### src/rtl/fwd_hazard_ctrl_pkg.sv
// Shared pipeline definitions for the EX-stage forwarding / hazard control.
//   REG_AW       : register-address width (x0..x31)
//   FWD_*        : operand mux select encodings
//   stage_rec_t  : per-stage destination record {valid, rd, reg_write, mem_read}
//   src_rec_t    : source-operand fields carried only by the EX record
//   writes_reg() : "this stage will write register r" (never true for x0)
package fwd_hazard_ctrl_pkg;

  localparam int REG_AW = 5;

  localparam logic [1:0] FWD_RF    = 2'b00;
  localparam logic [1:0] FWD_EXMEM = 2'b01;
  localparam logic [1:0] FWD_MEMWB = 2'b10;

  typedef struct packed {
    logic              valid;
    logic [REG_AW-1:0] rd;
    logic              reg_write;
    logic              mem_read;
  } stage_rec_t;

  typedef struct packed {
    logic [REG_AW-1:0] rs1;
    logic [REG_AW-1:0] rs2;
    logic              use_rs1;
    logic              use_rs2;
  } src_rec_t;

  function automatic logic writes_reg(input stage_rec_t s, input logic [REG_AW-1:0] r);
    return s.valid & s.reg_write & (s.rd != '0) & (s.rd == r);
  endfunction

endpackage

### src/rtl/fwd_hazard_ctrl_fwd_sel_unit.sv
// Combinational forward select for one ALU operand.
//   ex_valid : EX holds a real instruction
//   use_rs   : EX instruction reads this operand
//   rs       : source register of this operand
//   mem, wb  : flopped MEM and WB stage records
//   sel      : FWD_RF / FWD_EXMEM / FWD_MEMWB (2'b11 never produced)
module fwd_sel_unit
  import fwd_hazard_ctrl_pkg::*;
(
  input  logic              ex_valid,
  input  logic              use_rs,
  input  logic [REG_AW-1:0] rs,
  input  stage_rec_t        mem,
  input  stage_rec_t        wb,
  output logic [1:0]        sel
);

  always_comb begin
    // NOTE: default assigned first so every path drives sel; no latch.
    sel = FWD_RF;
    if (ex_valid && use_rs) begin
      // Younger MEM result wins. A load in MEM has no data yet; it falls
      // through and its data is forwarded from WB on the following cycle.
      if (writes_reg(mem, rs) && !mem.mem_read) begin
        sel = FWD_EXMEM;
      end else if (writes_reg(wb, rs)) begin
        sel = FWD_MEMWB;
      end
    end
  end

endmodule

### src/rtl/fwd_hazard_ctrl.sv
// Forwarding and load-use hazard control for the EX-stage operand muxes.
//   clk, rst          : pipeline clock, asynchronous active-high reset
//   id_*              : decode fields of the instruction currently in ID
//   flush             : taken branch/jump in EX; ID instruction is killed
//   fwd_a_sel/b_sel   : operand A/B mux selects (00 RF, 01 EX/MEM, 10 MEM/WB)
//   stall             : hold PC and IF/ID, bubble into ID/EX
//   stall_count       : saturating count of stall cycles
// REG_AW must match the package width used for the stage records.
module fwd_hazard_ctrl
  import fwd_hazard_ctrl_pkg::stage_rec_t;
  import fwd_hazard_ctrl_pkg::src_rec_t;
#(
  parameter int REG_AW = 5,
  parameter int CNT_W  = 16
) (
  input  logic              clk,
  input  logic              rst,
  input  logic              id_valid,
  input  logic [REG_AW-1:0] id_rs1,
  input  logic [REG_AW-1:0] id_rs2,
  input  logic              id_use_rs1,
  input  logic              id_use_rs2,
  input  logic [REG_AW-1:0] id_rd,
  input  logic              id_reg_write,
  input  logic              id_mem_read,
  input  logic              flush,
  output logic [1:0]        fwd_a_sel,
  output logic [1:0]        fwd_b_sel,
  output logic              stall,
  output logic [CNT_W-1:0]  stall_count
);

  stage_rec_t ex_q, mem_q, wb_q;
  src_rec_t   ex_src_q;

  // Load in EX whose result the ID instruction needs: one bubble required.
  // A flushed ID instruction is discarded anyway, so it never stalls.
  assign stall = id_valid & ~flush
               & ex_q.valid & ex_q.mem_read & ex_q.reg_write & (ex_q.rd != '0)
               & ((id_use_rs1 & (id_rs1 == ex_q.rd)) |
                  (id_use_rs2 & (id_rs2 == ex_q.rd)));

  always_ff @(posedge clk or posedge rst) begin
    if (rst) begin
      ex_q     <= '0;
      ex_src_q <= '0;
      mem_q    <= '0;
      wb_q     <= '0;
    end else begin
      // NOTE: non-blocking so the shift reads pre-edge values of every stage.
      wb_q  <= mem_q;
      mem_q <= ex_q;
      if (flush || stall) begin
        ex_q     <= '0;
        ex_src_q <= '0;
      end else begin
        ex_q     <= '{valid: id_valid, rd: id_rd,
                      reg_write: id_reg_write, mem_read: id_mem_read};
        ex_src_q <= '{rs1: id_rs1, rs2: id_rs2,
                      use_rs1: id_use_rs1, use_rs2: id_use_rs2};
      end
    end
  end

  always_ff @(posedge clk or posedge rst) begin
    if (rst) begin
      stall_count <= '0;
    end else if (stall && (stall_count != '1)) begin
      stall_count <= stall_count + CNT_W'(1);
    end
  end

  fwd_sel_unit u_sel_a (
    .ex_valid (ex_q.valid),
    .use_rs   (ex_src_q.use_rs1),
    .rs       (ex_src_q.rs1),
    .mem      (mem_q),
    .wb       (wb_q),
    .sel      (fwd_a_sel)
  );

  fwd_sel_unit u_sel_b (
    .ex_valid (ex_q.valid),
    .use_rs   (ex_src_q.use_rs2),
    .rs       (ex_src_q.rs2),
    .mem      (mem_q),
    .wb       (wb_q),
    .sel      (fwd_b_sel)
  );

endmodule

### config.mk
export PLATFORM = sky130hd
export DESIGN_NAME = fwd_hazard_ctrl
export DESIGN_NICKNAME = d
export VERILOG_FILES = /design/src/rtl/fwd_hazard_ctrl_pkg.sv /design/src/rtl/fwd_hazard_ctrl_fwd_sel_unit.sv /design/src/rtl/fwd_hazard_ctrl.sv
export SDC_FILE = /design/constraint.sdc
export NUM_CORES = 1
export LEC_CHECK = 0
export CORE_ASPECT_RATIO = 2
export CORE_MARGIN = 1.5
export CORE_UTILIZATION = 30
export CTS_CLUSTER_SIZE = 12
export DETAILED_ROUTE_END_ITERATION = 16
export DONT_BUFFER_PORTS = 1
export GPL_TIMING_DRIVEN = 0
export MAX_ROUTING_LAYER = met4
export PLACE_DENSITY = 0.42
export SETUP_SLACK_MARGIN = 0.5
export SLEW_MARGIN = 15
export SYNTH_ARGS = -nofsm -noshare
export SYNTH_HDL_FRONTEND = slang
export SYNTH_SLANG_ARGS = --single-unit
### constraint.sdc
create_clock -name clk -period 4.15 [get_ports clk]
set_input_delay 0.6225 -clock clk [delete_from_list [all_inputs] [get_ports clk]]
set_output_delay 0.6225 -clock clk [all_outputs]
set_load 0.005 [all_outputs]
==> impl_metrics.yaml <==
route:
  dr.pass1.iters: 4
  drtIter0Drc: 38
  dr_total_vias: 1449
  routed_wl_um: 5270
  antenna_left: 0
  viasPerCell: 4.91
  drc: 0
  wl_per_cell_um: 17.9
synth:
  synth-seq-cells: 51
  syn_nets: 218
  synth_edf_count: 0
  ys.flop_type: "dfrtp_1"
  async_flop_share_pct: 100
  synth.distinct_cells: 34
  netlist_area_sq_mm: 0.00229
  yosysSeqAreaShare_pct: 55.7
  postSynthAreaPerCell_sq_um: 11.8
  synth_cells: 194
  yosys_warnings: 0
worst_setup_path:
  endpoint_kind: "output pin"
  cp.required_ns: 3.53
  path_cells: "xnor2_1 > nand4_1 > o22ai_2 > clkbuf_1 > and2_2"
  cp_max_fo: 10
  max_stage_delay_ns: 0.44
  crit_type: "flop to output pin"
  cp.arrival_ns: 2.12
  critPathLaunchType: "flop"
  slowest_stage: "o22ai_2"
sta:
  relSlewSlack_pct: 58.0
  tightest_slew_ns: 0.621
  period_share_pct: 66.2
  fin_ws_ns: 1.40
  period_needed_ns: 2.75
  final_hold_viol_count: 0
  rsz0062_at_grt: "no"
  setup_viol: 0
  drv_slew: 0
  clock_skew_ns: 0.00290
  max_freq_ghz: 0.364
  setup_tns_ns: 0
clock_network:
  clock_path_buffers: 2
  cts_resized: 0
  cts_tree: "done"
  root_buffer: "clkbuf_16"
  cts_setup_buffers: 0
  cts-hold-fix-buffers: 0
  clk_latency_ns: 0.29
  clkTransAtPathRegs_ns: 0.06
  cts_made_buffers: 5
  htreeDepth: 2
  clock_sinks: 51
placed_design:
  dp_slack_ns: 1.50
  io_buffer_count: 0
  gp_congestion: 0.746
  dpl.hpwl_um: 4250
floorplanning:
  dieArea_sq_mm: 0.00821
  die_w_um: 64.8
  start_util_pct: 31.3
  core_sq_mm: 0.00732
  die_y_um: 127
  boundaryPins: 44
  rows: 44
finish:
  n_antenna_cell: 0
  finalNetCount: 226
  layout_commonest_cell: "dfrtp_1"
  drive_gt1_share_pct: 18.2
  area_delta_synth_final_pct: 14.3
  layout_common_cells: "dfrtp_1 (51), xnor2_1 (33), and2_2 (18), nand3_1 (16), xor2_1 (10)"
global_route:
  grtUsageTotal_pct: 14.4
  grt_overflow: 0
  grt_pass1_wl_um: 8450
  grt_pass1_vias: 1625
  antenna_found_initial: 0
  grt_max_degree: 32
job:
  cap_violations: 0
min_path:
  worstHoldPathType: "input pin to asynchronous set/reset pin"
power_and_ir_drop:
  pwr-share-clk_pct: 46.6
  p_leak_nw: 1.12
  seq_power_share_pct: 47.6
  switching_share_pct: 20.3
  ir_drop_v: 0.000307
  p_int_mw: 0.891
  fin_total_pwr_mw: 1.12
  power_density_mw_per_mm2: 427
  power_switching_mw: 0.227
  pwr-share-comb_pct: 5.8
run_status:
  outcome: "finished clean"
==> stage by stage <==
step	utilization (%)	instance area [sq um]	hold slack [ns]	instances
2_1_floorplan	-	2290	0.347	194
3_3_place_gp	32.9	2410	0.354	286
3_5_place_dp	33.2	2430	0.364	287
4_1_cts	35.8	2620	0.243	295
5_1_grt	35.8	2620	0.275	295
6_report	35.8	2620	0.226	295
==> cell usage after synthesis (2+ instances only) <==
cell type  instances  area (sq um)
xor2_1            10          87.6
and3_1             5          31.3
mux2_2             2          22.5
nand4_1            8          50.1
dfrtp_1           51          1280
xnor2_1           33           289
nand2_1            9          33.8
inv_1              3          11.3
clkbuf_2           2          10.0
and2_2            18           135
and2_1             3          18.8
nand3_1           16          80.1
or4_1              2          15.0
nor2_1             4          15.0
nor3_1             6          30.0
nor4_1             3          18.8
and4_1             2          17.5
==> final cells by class <==
type,count,area (sq um)
Clock inverter,3,67.6
Timing Repair Buffer,1,20.0
Tap cell,92,115
Clock buffer,5,125
Fill cell,729,4700
Sequential cell,51,1280
Buffer,3,13.8
Multi-Input combinational cell,136,987
Inverter,4,15.0
==> registers in the layout, summed over array words and instances, names as in the netlist <==
| name | flops |
|---|---|
| ex_q | 8 |
| wb_q | 7 |
| stall_count | 16 |
| ex_src_q | 12 |
| mem_q | 8 |
==> final timing paths <==
check                                                start                          to  slack, ns  cells after the start
min in group clk                         ex_q[1]$_DFF_PP0_          mem_q[1]$_DFF_PP0_       0.37                      0
worst max-delay path                     ex_q[3]$_DFF_PP0_                       stall       1.40                      5
worst max register to register  stall_count[0]$_DFFE_PP0P_  stall_count[1]$_DFFE_PP0P_       1.71                      6
worst min register to register           ex_q[1]$_DFF_PP0_          mem_q[1]$_DFF_PP0_       0.37                      0
max in group asynchronous                              rst       ex_src_q[4]$_DFF_PP0_       3.41                      2
worst min-delay path                                   rst  stall_count[0]$_DFFE_PP0P_       0.23                      1
==> critical path: cells and delay by family, from the launching register on <==
family / cells / cell delay [ns]
xor+xnor: 1 / 0.18
buf+inv: 1 / 0.40
simple gates: 2 / 0.38
flops: 1 / 0.43
compound gates: 1 / 0.44
==> power by group through the flow <==
stage                     Clock [mW]  Sequential [mW]  Combinational, mW
final                          0.521            0.533             0.0644
after CTS                      0.536            0.533             0.0667
after detailed placement           0            0.543             0.0667
after global placement             0            0.542             0.0633
after floorplan                    0            0.537             0.0501
after global routing           0.554            0.535             0.0732
==> logic make-up after synthesis <==
logic type                 count (synthesis)  share of synthesized area, %
adders and majority gates                  1                         0.546
xor gates and xnor gates                  43                          16.4
and+or+nand+nor                           80                          21.0
DFF                                       51                          55.7
muxes                                      3                          1.42
AOI/OAI and AO/OA                          9                          3.66
buffers and inverters                      7                          1.26
==> layer usage <==
layer  global-route usage, %  routed length [um]  part of all wire, %  vias to the layer above
met2                    27.9                3220                   61                       35
met5                       -                   0                    0                        -
met1                    12.7                1710                   32                      730
met4                    5.63                 118                  2.2                        0
met3                    3.37                 222                  4.2                        8
li1                        -                   -                    -                      676
Note: power is estimated with default switching activity, not from simulation.
